--- src/rtl/button_debounce.sv ---
// Push-button conditioner for the 16-bit count stage. It synchronises the raw
// button, filters out contact bounce, and produces a clean debounced level
// plus a single-cycle inc pulse for each accepted press.
module button_debounce #(
    parameter int unsigned STABLE_CYCLES = 1000000,
    parameter int unsigned CNT_WIDTH     = 20
) (
    input  logic clk,
    input  logic reset,
    input  logic btn_in,
    output logic btn_level,
    output logic inc
);

    typedef enum logic [1:0] {
        IDLE         = 2'd0,
        PRESS_WAIT   = 2'd1,
        PRESSED      = 2'd2,
        RELEASE_WAIT = 2'd3
    } state_t;

    // Terminal count of the stability window.
    localparam logic [CNT_WIDTH-1:0] CNT_LAST = CNT_WIDTH'(STABLE_CYCLES - 1);
    localparam logic [CNT_WIDTH-1:0] CNT_ONE  = CNT_WIDTH'(1);

    logic                 r_sync_0;
    logic                 r_sync_1;
    state_t               r_state;
    logic [CNT_WIDTH-1:0] r_cnt;
    logic                 r_btn_level;
    logic                 r_inc;
    logic                 w_cnt_done;

    assign w_cnt_done = (r_cnt == CNT_LAST);

    // Two-flop synchroniser for the asynchronous button input.
    always_ff @(posedge clk) begin
        if (reset) begin
            r_sync_0 <= 1'b0;
            r_sync_1 <= 1'b0;
        end else begin
            r_sync_0 <= btn_in;
            r_sync_1 <= r_sync_0;
        end
    end

    // Debounce FSM: a new level must hold for STABLE_CYCLES samples; any
    // contrary sample aborts the wait. inc pulses only on an accepted press.
    always_ff @(posedge clk) begin
        if (reset) begin
            r_state     <= IDLE;
            r_cnt       <= '0;
            r_btn_level <= 1'b0;
            r_inc       <= 1'b0;
        end else begin
            r_inc <= 1'b0;
            case (r_state)
                IDLE: begin
                    if (r_sync_1) begin
                        r_state <= PRESS_WAIT;
                        r_cnt   <= '0;
                    end
                end
                PRESS_WAIT: begin
                    if (!r_sync_1) begin
                        r_state <= IDLE;
                        r_cnt   <= '0;
                    end else if (w_cnt_done) begin
                        r_state     <= PRESSED;
                        r_btn_level <= 1'b1;
                        r_inc       <= 1'b1;
                    end else begin
                        r_cnt <= r_cnt + CNT_ONE;
                    end
                end
                PRESSED: begin
                    if (!r_sync_1) begin
                        r_state <= RELEASE_WAIT;
                        r_cnt   <= '0;
                    end
                end
                RELEASE_WAIT: begin
                    if (r_sync_1) begin
                        r_state <= PRESSED;
                        r_cnt   <= '0;
                    end else if (w_cnt_done) begin
                        r_state     <= IDLE;
                        r_btn_level <= 1'b0;
                    end else begin
                        r_cnt <= r_cnt + CNT_ONE;
                    end
                end
                default: begin
                    r_state     <= IDLE;
                    r_cnt       <= '0;
                    r_btn_level <= 1'b0;
                end
            endcase
        end
    end

    assign btn_level = r_btn_level;
    assign inc       = r_inc;

endmodule

--- config.mk ---
export PLATFORM = sky130hd
export DESIGN_NAME = button_debounce
export DESIGN_NICKNAME = d
export VERILOG_FILES = /design/src/rtl/button_debounce.sv
export SDC_FILE = /design/constraint.sdc
export NUM_CORES = 1
export LEC_CHECK = 0
export ABC_AREA = 1
export CORE_MARGIN = 4
export CORE_UTILIZATION = 50
export DETAILED_ROUTE_END_ITERATION = 16
export PLACE_DENSITY_LB_ADDON = 0.15
export SLEW_MARGIN = 40
export SYNTH_ARGS = -nofsm -noshare
export SYNTH_HDL_FRONTEND = slang
export SYNTH_SLANG_ARGS = --single-unit
export TNS_END_PERCENT = 5
--- constraint.sdc ---
create_clock -name clk -period 2.1 [get_ports clk]
set_input_delay 0.525 -clock clk [delete_from_list [all_inputs] [get_ports clk]]
set_output_delay 0.525 -clock clk [all_outputs]
set_load 0.02 [all_outputs]
Yosys cells after proc, flatten, opt, wreduce, memory -nomap -nowiden
Cells that the tools add are included.

word-level totals
  logic and storage cells = 46
  register bits = 26

operators by class
  add/subtract/negate cells = 1
  reductions and logical operators = 6
  multiplexer cells = 19
  equal/unequal tests = 12
  bitwise operators = 2

operators with widths
  cell                                                                    number
  20-bit two-way mux                                                      5
  20-bit case mux with 4 select lines                                     1
  20-bit by 1-bit adder with 20-bit output (second input constant)        1
  20-bit equality test (second input constant)                            1
  2-bit two-way mux                                                       6
  2-bit != test (second input constant)                                   6
  2-bit case mux with 4 select lines                                      1
  3-bit != test (second input constant)                                   2
  1-bit two-way mux                                                       5
  5-bit AND reduction                                                     1
  2-bit equality test (second input constant)                             2
  4-bit AND reduction                                                     1
  3-bit OR reduction                                                      1
  2-bit by 1-bit equality test with 1-bit output (second input constant)  1
  2-bit zero test                                                         1
  1-bit inverter                                                          2
  1-bit case mux with 2 select lines                                      1
  2-bit AND reduction                                                     1
  2-bit nonzero test                                                      1

Longest topological paths before layout
Gate-level depths: netlist of the first run.

  depth after elaboration = 4
  mapped depth = 9
  mapped depth without buffers = 9

Worst setup path after synthesis of the first run
Ideal clock, no wire load.

  path type = input -> register
  start point = in reset
  end point = reg r_cnt[4]
  slack = 0.624 ns
  data required time = 1.990 ns
  cell stages on the path = 6
  path buffers = 1
  setup time = 0.110 ns
  arrival = 1.366 ns
  cells stage by stage = clkbuf_1 -> clkinv_1 -> o21ai_4 -> inv_2 -> nand2_1 -> nor2_1

RTL lines
  element                 line  RTL
  start: declaration      9     input logic reset,
  end signal: assignment  73    r_cnt <= r_cnt + CNT_ONE;
  end signal: assignment  90    r_cnt <= r_cnt + CNT_ONE;
  end: declaration        29    logic [CNT_WIDTH-1:0] r_cnt;

Worst setup path after layout of the first run
  start point = reg r_btn_level (netlist: btn_level)
  end point = out btn_level

RTL lines
  element                   line  RTL
  start: declaration        30    logic r_btn_level;
  start signal: assignment  53    r_btn_level <= 1'b0;
  start signal: assignment  70    r_btn_level <= 1'b1;
  start signal: assignment  88    r_btn_level <= 1'b0;
  end: declaration          11    output logic btn_level,

No word-level cell between the ends.

==> results.json, run 1 <==
{
  "numPortBuffers": 4,
  "overflow": 0,
  "first_pass_iters": 4,
  "cts_resized": 0,
  "holdPathStages": 2,
  "vias": 1526,
  "critPathCaptureType": "output pin",
  "maxSlewViolCount": 0,
  "rr_worst_depth": 8,
  "rows": 20,
  "die_area_sq_um": 4170,
  "maxSlewHeadroom_pct": 75.5,
  "numCtsBuffers": 3,
  "setup_viol": 0,
  "path_cells": "clkdlybuf4s50_1",
  "synth_nets": 263,
  "track_usage_pct": 18.8,
  "nNetsFinal": 272,
  "multi_input_area_sq_um": 906,
  "slowest_stage": "clkdlybuf4s50_1",
  "drt_iter0_drc": 80,
  "worstMarginPinSlew_ns": 0.366,
  "wl_per_cell_um": 11.0,
  "ant_nets": 0,
  "grt_pass1_vias": 1398,
  "syn_avg_cell_area_sq_um": 6.17,
  "h-tree-depth": 1,
  "power_leakage_nw": 0.657,
  "hold_viol": 0,
  "antenna_found_initial": 0,
  "cts_sinks": 26,
  "crit_buf_inv": 1,
  "syn_area_sq_um": 1600,
  "finalClockSkew_ns": 0.00221,
  "cp-startpoint": "btn_level$_SDFFE_PP0P_",
  "ys_warn_count": 0,
  "n_fill_cell": 320,
  "crit_family": "buffers and inverters",
  "startpoint_type": "flop",
  "r2r_end": "r_cnt[12]$_SDFFE_PP0P_",
  "min_path_type": "flop to flop",
  "hpwl_um": 2690,
  "required_ns": 1.57,
  "setup.worst_path.class": "flop to output pin",
  "grt_first_pass_wirelength_um": 6290,
  "io_pins": 5,
  "ctsHoldBuffers": 0,
  "worst-path-stages": 1,
  "clockRootBuffer": "clkbuf_4",
  "reg2reg_setup_slack_ns": 0.45,
  "finalCritPeriodShare_pct": 85.8,
  "power.density_nw_per_um2": 461,
  "ff_latch_area_sq_um": 520,
  "synth_cell_type_count": 25,
  "ys_seq_area_share_pct": 32.6,
  "final_area_sq_um": 1730,
  "setup_tns_ns": 0,
  "power_w": 0.000796,
  "cts.clk_slew.worst_paths_ns": 0.14,
  "dpl.cell_count": 307,
  "drv_cap": 0,
  "dpl_cell_area_sq_um": 1690,
  "drcViolationCount": 0,
  "vias_per_cell": 4.91,
  "tritoncts": "done",
  "rsz0062_at_grt": "no",
  "critPathArrivalTime_ns": 1.28,
  "outcome": "completed",
  "start_util_pct": 52.4,
  "vdd_drop_max_mv": 0.249,
  "post_cts_buffers": 0,
  "syn2layout_area_growth_pct": 8.06,
  "fmax_mhz": 555,
  "path_max_fanout": 2,
  "grt_max_degree": 15,
  "fin_crit_ns": 1.80,
  "finalNonFillerCells": 311,
  "die_x_um": 64.6,
  "cts_max_path_buffers": 2,
  "clock_latency_ns": 0.32,
  "crit_end": "btn_level",
  "max_stage_delay_ns": 0.60,
  "antenna_cells": 0,
  "syn_inst": 259,
  "die-height_um": 64.6,
  "drive_gt1_share_pct": 5.62,
  "core_area_sq_um": 3050,
  "synth-seq-cells": 26,
  "r2r-start": "r_cnt[0]$_SDFFE_PP0P_",
  "place_congestion": 0.919,
  "routed_wl_um": 3410
}
-- how the worst min path moves through the flow --
stage                              startpoint                  end
final                     r_sync_0$_SDFF_PP0_  r_sync_1$_SDFF_PP0_
after global routing      r_sync_0$_SDFF_PP0_  r_sync_1$_SDFF_PP0_
after CTS                 r_sync_0$_SDFF_PP0_  r_sync_1$_SDFF_PP0_
after detailed placement  r_sync_0$_SDFF_PP0_  r_sync_1$_SDFF_PP0_
after global placement    r_sync_0$_SDFF_PP0_  r_sync_1$_SDFF_PP0_
after floorplan           r_sync_0$_SDFF_PP0_  r_sync_1$_SDFF_PP0_
-- stage by stage --
step	hold slack (ns)	worst slack [ns]	util [%]
4_1_cts	0.416	0.270	56.6
6_report	0.415	0.297	56.6
5_1_grt	0.452	0.248	56.6
3_5_place_dp	0.396	0.344	55.4
2_1_floorplan	0.388	0.624	-
3_3_place_gp	0.391	0.374	55.4
-- registers in the layout (all words and copies together), names as in the netlist, named ones only --
signal,count
btn_level,1
inc,1
r_cnt,20
r_state,1
r_sync_0,1
r_sync_1,1
-- cell usage in the layout (no fill, tap or decap), drive strengths merged --
cell,instances
a21oi,10
buf,2
clkbuf,4
clkdlybuf4s50,4
clkinv,1
dfxtp,26
ha,1
inv,39
nand2,74
nand3,27
nand3b,2
nand4,7
nor2,55
nor3,2
nor3b,3
o21ai,6
o21bai,1
o22ai,1
xnor2,1
xor2,1
-- kinds of logic after synthesis --
| family | count (synthesis) | share of synthesized area (%) |
|---|---|---|
| flip-flops | 26 | 32.6 |
| AND/OR/NAND/NOR | 170 | 46.8 |
| adder cells (fa/ha/maj) | 1 | 0.782 |
| XOR/XNOR | 2 | 2.27 |
| AO/OA/AOI/OAI | 18 | 6.81 |
| buffers and inverters | 42 | 10.8 |
-- Yosys cell counts --
library cell	count	share of area, %
o21bai_1	1	0.47
nand3_1	27	8.5
inv_1	37	8.7
o22ai_1	1	0.39
nor2_8	2	2.5
a21oi_1	10	3.1
o21ai_0	4	1.3
dfxtp_1	26	33
nand4_1	7	2.7
nor2_2	2	0.78
clkbuf_8	1	0.86
xor2_1	1	0.55
inv_6	1	0.55
nor3b_1	3	1.4
xnor2_4	1	1.7
nor2_1	51	12
o21ai_4	1	1.0
nand2_1	74	17
nand3b_1	2	0.94
clkbuf_1	1	0.23
ha_1	1	0.78
o21ai_2	1	0.55
inv_2	1	0.23
nor3_1	2	0.63
clkinv_1	1	0.23
-- metal layers --
metal | GRT usage [%] | part of all wire [%] | vias to the layer above
met4 | 5.54 | 1.2 | 0
met3 | 2.43 | 3.1 | 6
li1 | - | - | 827
met1 | 27.3 | 54 | 668
met5 | 0 | 0 | -
met2 | 29.1 | 42 | 25
-- cell type report --
| class | count | share of cell area [%] |
|---|---|---|
| Clock buffer | 4 | 2.10 |
| Inverter | 40 | 8.98 |
| Multi-Input combinational cell | 191 | 52.4 |
| Sequential cell | 26 | 30.1 |
| Tap cell | 44 | 3.19 |
| Timing Repair Buffer | 6 | 3.19 |
-- power breakdown --
group	internal, W	switching, W	leakage (nW)
Clock	0.000106	0.000153	0.0210
Sequential	0.000496	0.00000227	0.210
Combinational	0.0000135	0.0000256	0.427
No activity file was read; power rests on OpenSTA's default activity.
==> inputs of run 2 (changes only) <==
--- a/config.mk
+++ b/config.mk
@@ -6,7 +6,6 @@
 export NUM_CORES = 1
 export LEC_CHECK = 0
 export ABC_AREA = 1
-export CORE_MARGIN = 4
 export CORE_UTILIZATION = 50
 export DETAILED_ROUTE_END_ITERATION = 16
 export PLACE_DENSITY_LB_ADDON = 0.15
==> run 2 against run 1 <==
Global-route usage up 3.4 points. Clock power is 38% higher. Via count decreased by 0.72%. Clock-buffer cell count shrank 1. Critical path depth is the same. Flip-flop and latch count unchanged. Maximum frequency decreased by 0.50%. First-iteration DRC count increased by 5.0%. Clock skew increased by 0.0029 ns. Power is 12% higher. Die area decreased by 18%. Critical endpoint unchanged. Largest power group unchanged.
==> results.json, run 2 (synthesized netlist as in run 1, its figures left out) <==
{
  "vias_per_cell": 4.87,
  "mostFrequentLayoutCells": "74 x nand2_1, 51 x nor2_1, 37 x inv_1, 27 x nand3_1, 26 x dfxtp_1",
  "clkPwrFrac_pct": 39.9,
  "power.density_nw_per_um2": 513,
  "antenna_cells": 0,
  "grt_max_degree": 16,
  "first_pass_iters": 4,
  "setup.worst_path.class": "flop to output pin",
  "numPortBuffers": 4,
  "outcome": "completed",
  "slowest_stage": "clkdlybuf4s50_1",
  "r2r-start": "r_cnt[1]$_SDFFE_PP0P_",
  "maxSlewHeadroom_pct": 75.9,
  "swShare_pct": 21.5,
  "numCtsBuffers": 3,
  "drcViolationCount": 0,
  "cts_resized": 0,
  "finalCritPeriodShare_pct": 86.3,
  "hold_viol": 0,
  "p_sw_w": 0.000192,
  "core_area_sq_um": 3050,
  "cts_sinks": 26,
  "rows": 20,
  "nNetsFinal": 272,
  "fmax_mhz": 552,
  "fin_crit_ns": 1.81,
  "io_pins": 5,
  "maxSlewViolCount": 0,
  "die_area_sq_um": 3430,
  "drv_cap": 0,
  "crit_family": "buffers and inverters",
  "grt_pass1_vias": 1266,
  "cts.clk_slew.worst_paths_ns": 0.16,
  "critPathCaptureType": "output pin",
  "start_util_pct": 52.4,
  "critPathArrivalTime_ns": 1.29,
  "path_max_fanout": 2,
  "min_path_type": "flop to flop",
  "hp-start": "r_sync_0$_SDFF_PP0_",
  "max_stage_delay_ns": 0.60,
  "clockRootBuffer": "clkbuf_4",
  "comb_power_share_pct": 4.4,
  "wl_per_cell_um": 11.0,
  "h-tree-depth": 1,
  "crit_buf_inv": 1,
  "overflow": 0,
  "die-height_um": 58.6,
  "tritoncts": "done",
  "largest_reg_flops": 20,
  "largest-register": "r_cnt",
  "setup_viol": 0,
  "p_int_w": 0.000703,
  "pwr-share-seq_pct": 55.7,
  "setup_tns_ns": 0,
  "routed_wl_um": 3430,
  "hpwl_um": 2690,
  "drive_gt1_share_pct": 5.62,
  "startpoint_type": "flop",
  "cts_max_path_buffers": 2,
  "vias": 1515,
  "cp-startpoint": "btn_level$_SDFFE_PP0P_",
  "post_cts_buffers": 0,
  "ant_nets": 0,
  "rsz0062_at_grt": "no",
  "syn2layout_area_growth_pct": 9.08,
  "track_usage_pct": 22.2,
  "mostFrequentLayoutCell": "nand2_1",
  "drt_iter0_drc": 84,
  "clock_latency_ns": 0.33,
  "path_cells": "clkdlybuf4s50_1",
  "antenna_found_initial": 0,
  "power_w": 0.000895,
  "required_ns": 1.57,
  "ctsHoldBuffers": 0,
  "n_fill_cell": 330,
  "grt_first_pass_wirelength_um": 5890,
  "vdd_drop_max_mv": 0.328,
  "power_leakage_nw": 0.664,
  "worstMarginPinSlew_ns": 0.360,
  "finalClockSkew_ns": 0.00508,
  "die_x_um": 58.6,
  "place_congestion": 0.871
}
-- run 2: worst paths after layout --
path | slack, ns | end | cells after the start
max reg2reg | 0.40 | r_cnt[14]$_SDFFE_PP0P_ | 8
min | 0.42 | r_sync_1$_SDFF_PP0_ | 2
max | 0.29 | btn_level | 1
min reg2reg | 0.42 | r_sync_1$_SDFF_PP0_ | 2
-- run 2: power groups by stage --
| stage | clock network [W] | registers [W] | logic [W] |
|---|---|---|---|
| 2_1_floorplan | 0 | 0.000508 | 0.0000289 |
| 3_3_place_gp | 0 | 0.000509 | 0.0000397 |
| 3_5_place_dp | 0 | 0.000509 | 0.0000406 |
| 4_1_cts | 0.000360 | 0.000498 | 0.0000406 |
| 5_1_grt | 0.000380 | 0.000499 | 0.0000439 |
| 6_report | 0.000357 | 0.000498 | 0.0000396 |
-- run 2: per-layer routing --
metal	wire, um	share of wire (%)	vias to the layer above	GRT usage, %
li1	-	-	826	-
met1	1850	54	648	34.7
met2	1430	42	35	32.3
met3	119	3.5	6	2.64
met4	37	1.1	0	5.10
met5	0	0	-	0
-- run 2: layout make-up --
cell class	instances	area, sq um	area share [%]
Sequential cell	26	520	29.8
Multi-Input combinational cell	191	906	51.9
Inverter	40	155	8.90
Timing Repair Buffer	6	55.1	3.16
Clock buffer	3	22.5	1.29
Tap cell	44	55.1	3.16
Clock inverter	1	30.0	1.72
-- run 2: metrics by stage --
step                      utilization [%]  instance area (sq um)  worst slack (ns)  cells  hold WS, ns
after detailed placement             55.4                   1690             0.310    307        0.398
after floorplan                         -                   1600             0.624    259        0.388
after CTS                            57.1                   1740             0.278    311        0.418
after global placement               55.4                   1690             0.361    307        0.390
after global routing                 57.1                   1740             0.174    311        0.431
final                                57.1                   1740             0.288    311        0.416
==> RTL change 1: new RTL, config.mk and constraints of run 1 <==
Make the reset (`reset`) asynchronous in 2 clocked blocks.
--- a/src/rtl/button_debounce.sv
+++ b/src/rtl/button_debounce.sv
@@ -35,5 +35,5 @@
 
     // Two-flop synchroniser for the asynchronous button input.
-    always_ff @(posedge clk) begin
+    always_ff @(posedge clk or posedge reset) begin
         if (reset) begin
             r_sync_0 <= 1'b0;
@@ -47,5 +47,5 @@
     // Debounce FSM: a new level must hold for STABLE_CYCLES samples; any
     // contrary sample aborts the wait. inc pulses only on an accepted press.
-    always_ff @(posedge clk) begin
+    always_ff @(posedge clk or posedge reset) begin
         if (reset) begin
             r_state     <= IDLE;
Function: no difference found for any inputs over 10 cycles, from zero or initial values and one cycle with reset high; that may be too few to reach the edited logic, so the function may still have changed.
==> RTL change 1 against run 1 <==
  * Die area grew 4.4%
  * Setup slack got worse by 0.028 ns
  * Cell area is 5.7% higher
  * Highest routed layer unchanged
  * Clock power is 36% higher
  * Synthesized area up 5.1%
  * Total power up 15%
  * Routed wire length up 6.0%
  * Combinational power grew 37%
  * Sequential cell count stayed put
==> RTL change 1: results (changes against run 1) <==
Ys Warns -> 0 (unchanged)
vias in the first global route -> 1454 (+4.0%)
Synth area leaders -> dfrtp_1 39%, nand2_1 17%, nor2_1 8.9%
WP data arrival -> 1.31 ns (+0.03 ns)
Setup Skew -> 0.01055 ns (+0.008337 ns)
status -> finished clean
share of cells above drive strength 1 -> 0.1004 (+0.04421)
Hold Crit Start -> r_sync_0
post-synthesis sequential area ratio -> 0.3872 (+0.06168)
Iter 0 DRT Violations -> 146 (+83%)
Global Route Usage Sum -> 0.2002 (+0.01183)
pin count of the biggest net entering global routing -> 27 (+12)
asr flop ratio synth -> 1.000 (+1.000)
first-pass GRT wire length -> 6.768 mm (+7.6%)
peak supply drop -> 0.2955 mV (+19%)
count of cell types in the netlist -> 23 (-8.0%)
gpl congestion -> 0.8811 (-4.1%)
Hold Path Depth -> 0 (-2)
max_slew headroom -> 0.7725 (+0.01721)
Worst R2R End -> r_cnt[16]
drt wl/cell -> 11.92 um (+8.8%)
worst r2r src -> r_cnt[0]
Final nets -> 264 (-2.9%)
worst hold path class -> flip-flop to flip-flop
Synth Flop Type -> dfrtp_1
Crit. Startpoint -> btn_level
Via density -> 5.023 (+2.4%)
## RTL change 1: routing by layer
| metal | vias to the layer above | global-route usage | wire length [um] |
|---|---|---|---|
| met1 | 681 | 0.2976 | 1778 |
| li1 | 803 | - | - |
| met3 | 5 | 0.03401 | 208 |
| met2 | 33 | 0.2991 | 1587 |
| met5 | - | 0 | 0 |
| met4 | 0 | 0.05330 | 38 |
## RTL change 1: area by class of cell
cell class,count,area share
multi-input combinational,190,0.4870
sequential,26,0.3562
inverter,33,0.06781
timing repair buffer,6,0.03014
tap,44,0.03014
clock inverter,1,0.01644
clock buffer,3,0.01233
## RTL change 1: power by group through the flow
| stage | clock (mW) | sequential, mW | combinational, mW |
|---|---|---|---|
| after floorplan | 0 | 0.522 | 0.0376 |
| after global placement | 0 | 0.523 | 0.0542 |
| after detailed placement | 0 | 0.523 | 0.0539 |
| after CTS | 0.359 | 0.514 | 0.0544 |
| after global routing | 0.386 | 0.515 | 0.0617 |
| final | 0.351 | 0.514 | 0.0534 |
## RTL change 1: kinds of logic after synthesis
logic type	synth area share
AND/OR/NAND/NOR	0.4520
XOR/XNOR	0.02085
flip-flops	0.3872
buffers and inverters	0.08339
adder cells (fa/ha/maj)	0.007445
AO/OA/AOI/OAI	0.04914
## RTL change 1: worst min path at each step
stage,to,slack [ns]
after detailed placement,r_sync_1,0.34
after global routing,r_sync_1,0.38
after CTS,r_sync_1,0.37
after global placement,r_sync_1,0.33
final,r_sync_1,0.37
after floorplan,r_sync_1,0.33
## RTL change 1: through the flow
| stage | total power, mW | std cells | cell area, um^2 | utilization | hold WS [ns] |
|---|---|---|---|---|---|
| 6_report | 0.9182 | 303 | 1827 | 0.5840 | 0.3687 |
| 5_1_grt | 0.9626 | 303 | 1827 | 0.5840 | 0.3837 |
| 4_1_cts | 0.9269 | 303 | 1827 | 0.5840 | 0.3714 |
| 3_5_place_dp | 0.5773 | 299 | 1774 | 0.5672 | 0.3373 |
| 3_3_place_gp | 0.5770 | 299 | 1774 | 0.5672 | 0.3328 |
| 2_1_floorplan | 0.5592 | 251 | 1680 | - | 0.3312 |
==> RTL change 2: new RTL, settings of run 1 <==
Made on the original files. `CNT_WIDTH`: 20 -> 30.
--- a/src/rtl/button_debounce.sv
+++ b/src/rtl/button_debounce.sv
@@ -4,5 +4,5 @@
 module button_debounce #(
     parameter int unsigned STABLE_CYCLES = 1000000,
-    parameter int unsigned CNT_WIDTH     = 20
+    parameter int unsigned CNT_WIDTH     = 30
 ) (
     input  logic clk,
Formal check against the unedited RTL: same outputs for any inputs over 10 cycles, from zero or initial values and one cycle with reset high; that may be too few to reach the edited logic, so the function may still have changed.
==> RTL change 2 against run 1 <==
  * Synthesized area up 29%
  * First-iteration DRC count up 70%
  * Critical path type is now flip-flop to flip-flop
  * Non-clock buffer count unchanged
  * Total power up 92%
  * Routed wire length up 37%
  * Setup slack better by 0.030 ns
  * Maximum frequency up 1.7%
  * Critical endpoint is now r_cnt[3]
  * Cell count up 26%
  * Cell area up 32%
  * Clock skew up 0.0087 ns
  * Sequential cell count up 10
==> RTL change 2: results (changes against run 1) <==
status -> finished clean
P_leak -> 0.8857 nW (+35%)
share of cells above drive strength 1 -> 0.07580 (+0.01962)
first-pass GRT wire length -> 7.838 mm (+25%)
Top reg by flops -> r_cnt
max incr delay on CP -> 0.37 ns (-0.23 ns)
Global Route Usage Sum -> 0.1944 (+0.006046)
root buffer cell -> clkbuf_8
met1 WL -> 2.317 mm (+27%)
worst skew pair latency -> 0.30 ns (-0.02 ns)
worst hold path class -> flip-flop to flip-flop
Sw Pwr -> 0.3755 mW (+110%)
Setup Skew -> 0.01095 ns (+0.008744 ns)
asr flop ratio synth -> 0 (unchanged)
H-tree Lvls -> 2 (+1)
count of cell types in the netlist -> 31 (+24%)
gpl congestion -> 0.8414 (-8.4%)
CTS clk-pin slew, worst paths -> 0.07 ns (-0.07 ns)
max_slew headroom -> 0.6524 (-0.1029)
WL met2 -> 2.065 mm (+45%)
Placement Cell Area -> 2158 um^2 (+28%)
delay-heaviest family, CP -> simple AND/OR/NAND/NOR gates
post_cts resized -> 0 (unchanged)
Post-CTS Setup Bufs -> 0 (unchanged)
critical path peak fanout -> 7 (+5)
WP data arrival -> 1.96 ns (+0.68 ns)
Synth Flop Type -> dfxtp_1
Iter 0 DRT Violations -> 136 (+70%)
vias in the first global route -> 1740 (+24%)
Inserted Diodes -> 0 (unchanged)
Num CTS Buffers -> 5 (+2)
Synth area leaders -> dfxtp_1 35%, nand2_1 14%, nor2_1 13%
Ys Warns -> 0 (unchanged)
final wirelength -> 4.656 mm (+37%)
DR vias -> 1977 (+30%)
met3 WL -> 197 um (+86%)
pin count of the biggest net entering global routing -> 19 (+4)
multiplexer area fraction after synthesis -> 0 (unchanged)
synthesized net count -> 336 (+28%)
Core Util, Final -> 0.5712 (+0.005176)
HPWL after DPL -> 3.565 mm (+32%)
post-synthesis compound-gate area fraction -> 0.08131 (+0.01324)
Synth Area in Adders -> 0.006068 (-0.001757)
Max clock buf depth -> 2 (unchanged)
Max Used Layer -> met4
first-pass detailed-route iteration total -> 4 (unchanged)
CP max-delay cell -> dfxtp_1
peak supply drop -> 0.4405 mV (+77%)
Synth top cells by count -> 76 x nand2_1, 70 x nor2_1, 53 x inv_1
fraction of synthesized cell area in xor and xnor cells -> 0.01638 (-0.006308)
max FFs per register -> 30 (+50%)
post-synthesis sequential area ratio -> 0.3495 (+0.02401)
initial antenna violation count -> 0 (unchanged)
PortBufs -> 4 (unchanged)
Final nets -> 346 (+27%)
==> RTL change 2: power groups by stage <==
stage / sequential (mW) / combinational [mW] / clock, mW
after floorplan: 0.718 / 0.118 / 0
after global placement: 0.729 / 0.143 / 0
after detailed placement: 0.729 / 0.143 / 0
after CTS: 0.713 / 0.144 / 0.684
after global routing: 0.715 / 0.165 / 0.705
final: 0.714 / 0.143 / 0.676
==> RTL change 2: cell families after synthesis <==
logic type,after synthesis
AO/OA/AOI/OAI,31
AND/OR/NAND/NOR,203
XOR/XNOR,3
buffers and inverters,58
adder cells (fa/ha/maj),1
flip-flops,36
==> RTL change 2: area by class of cell <==
| cell class | count | area, um^2 |
|---|---|---|
| clock buffer | 7 | 96.34 |
| tap | 50 | 62.56 |
| timing repair buffer | 6 | 55.05 |
| clock inverter | 1 | 30.03 |
| multi-input combinational | 238 | 1114 |
| sequential | 36 | 720.7 |
| fill | 377 | 1715 |
| inverter | 55 | 206.4 |
==> RTL change 2: final timing paths <==
path,startpoint,to,slack (ns),depth (start not counted)
max,r_cnt[0],r_cnt[3],0.33,10
min,r_sync_0,r_sync_1,0.41,2
max reg2reg,r_cnt[0],r_cnt[3],0.33,10
min reg2reg,r_sync_0,r_sync_1,0.41,2
==> RTL change 2: layer usage <==
metal | up-vias | track usage
met5 | - | 0
met2 | 27 | 0.2983
met1 | 872 | 0.2668
li1 | 1070 | -
met4 | 0 | 0.07516
met3 | 8 | 0.04155
==> RTL change 2: per-stage QoR <==
stage,worst slack [ns],cells
after floorplan,0.5568,332
after global placement,0.3432,385
after detailed placement,0.3272,385
after CTS,0.3155,393
after global routing,0.1363,393
final,0.3273,393
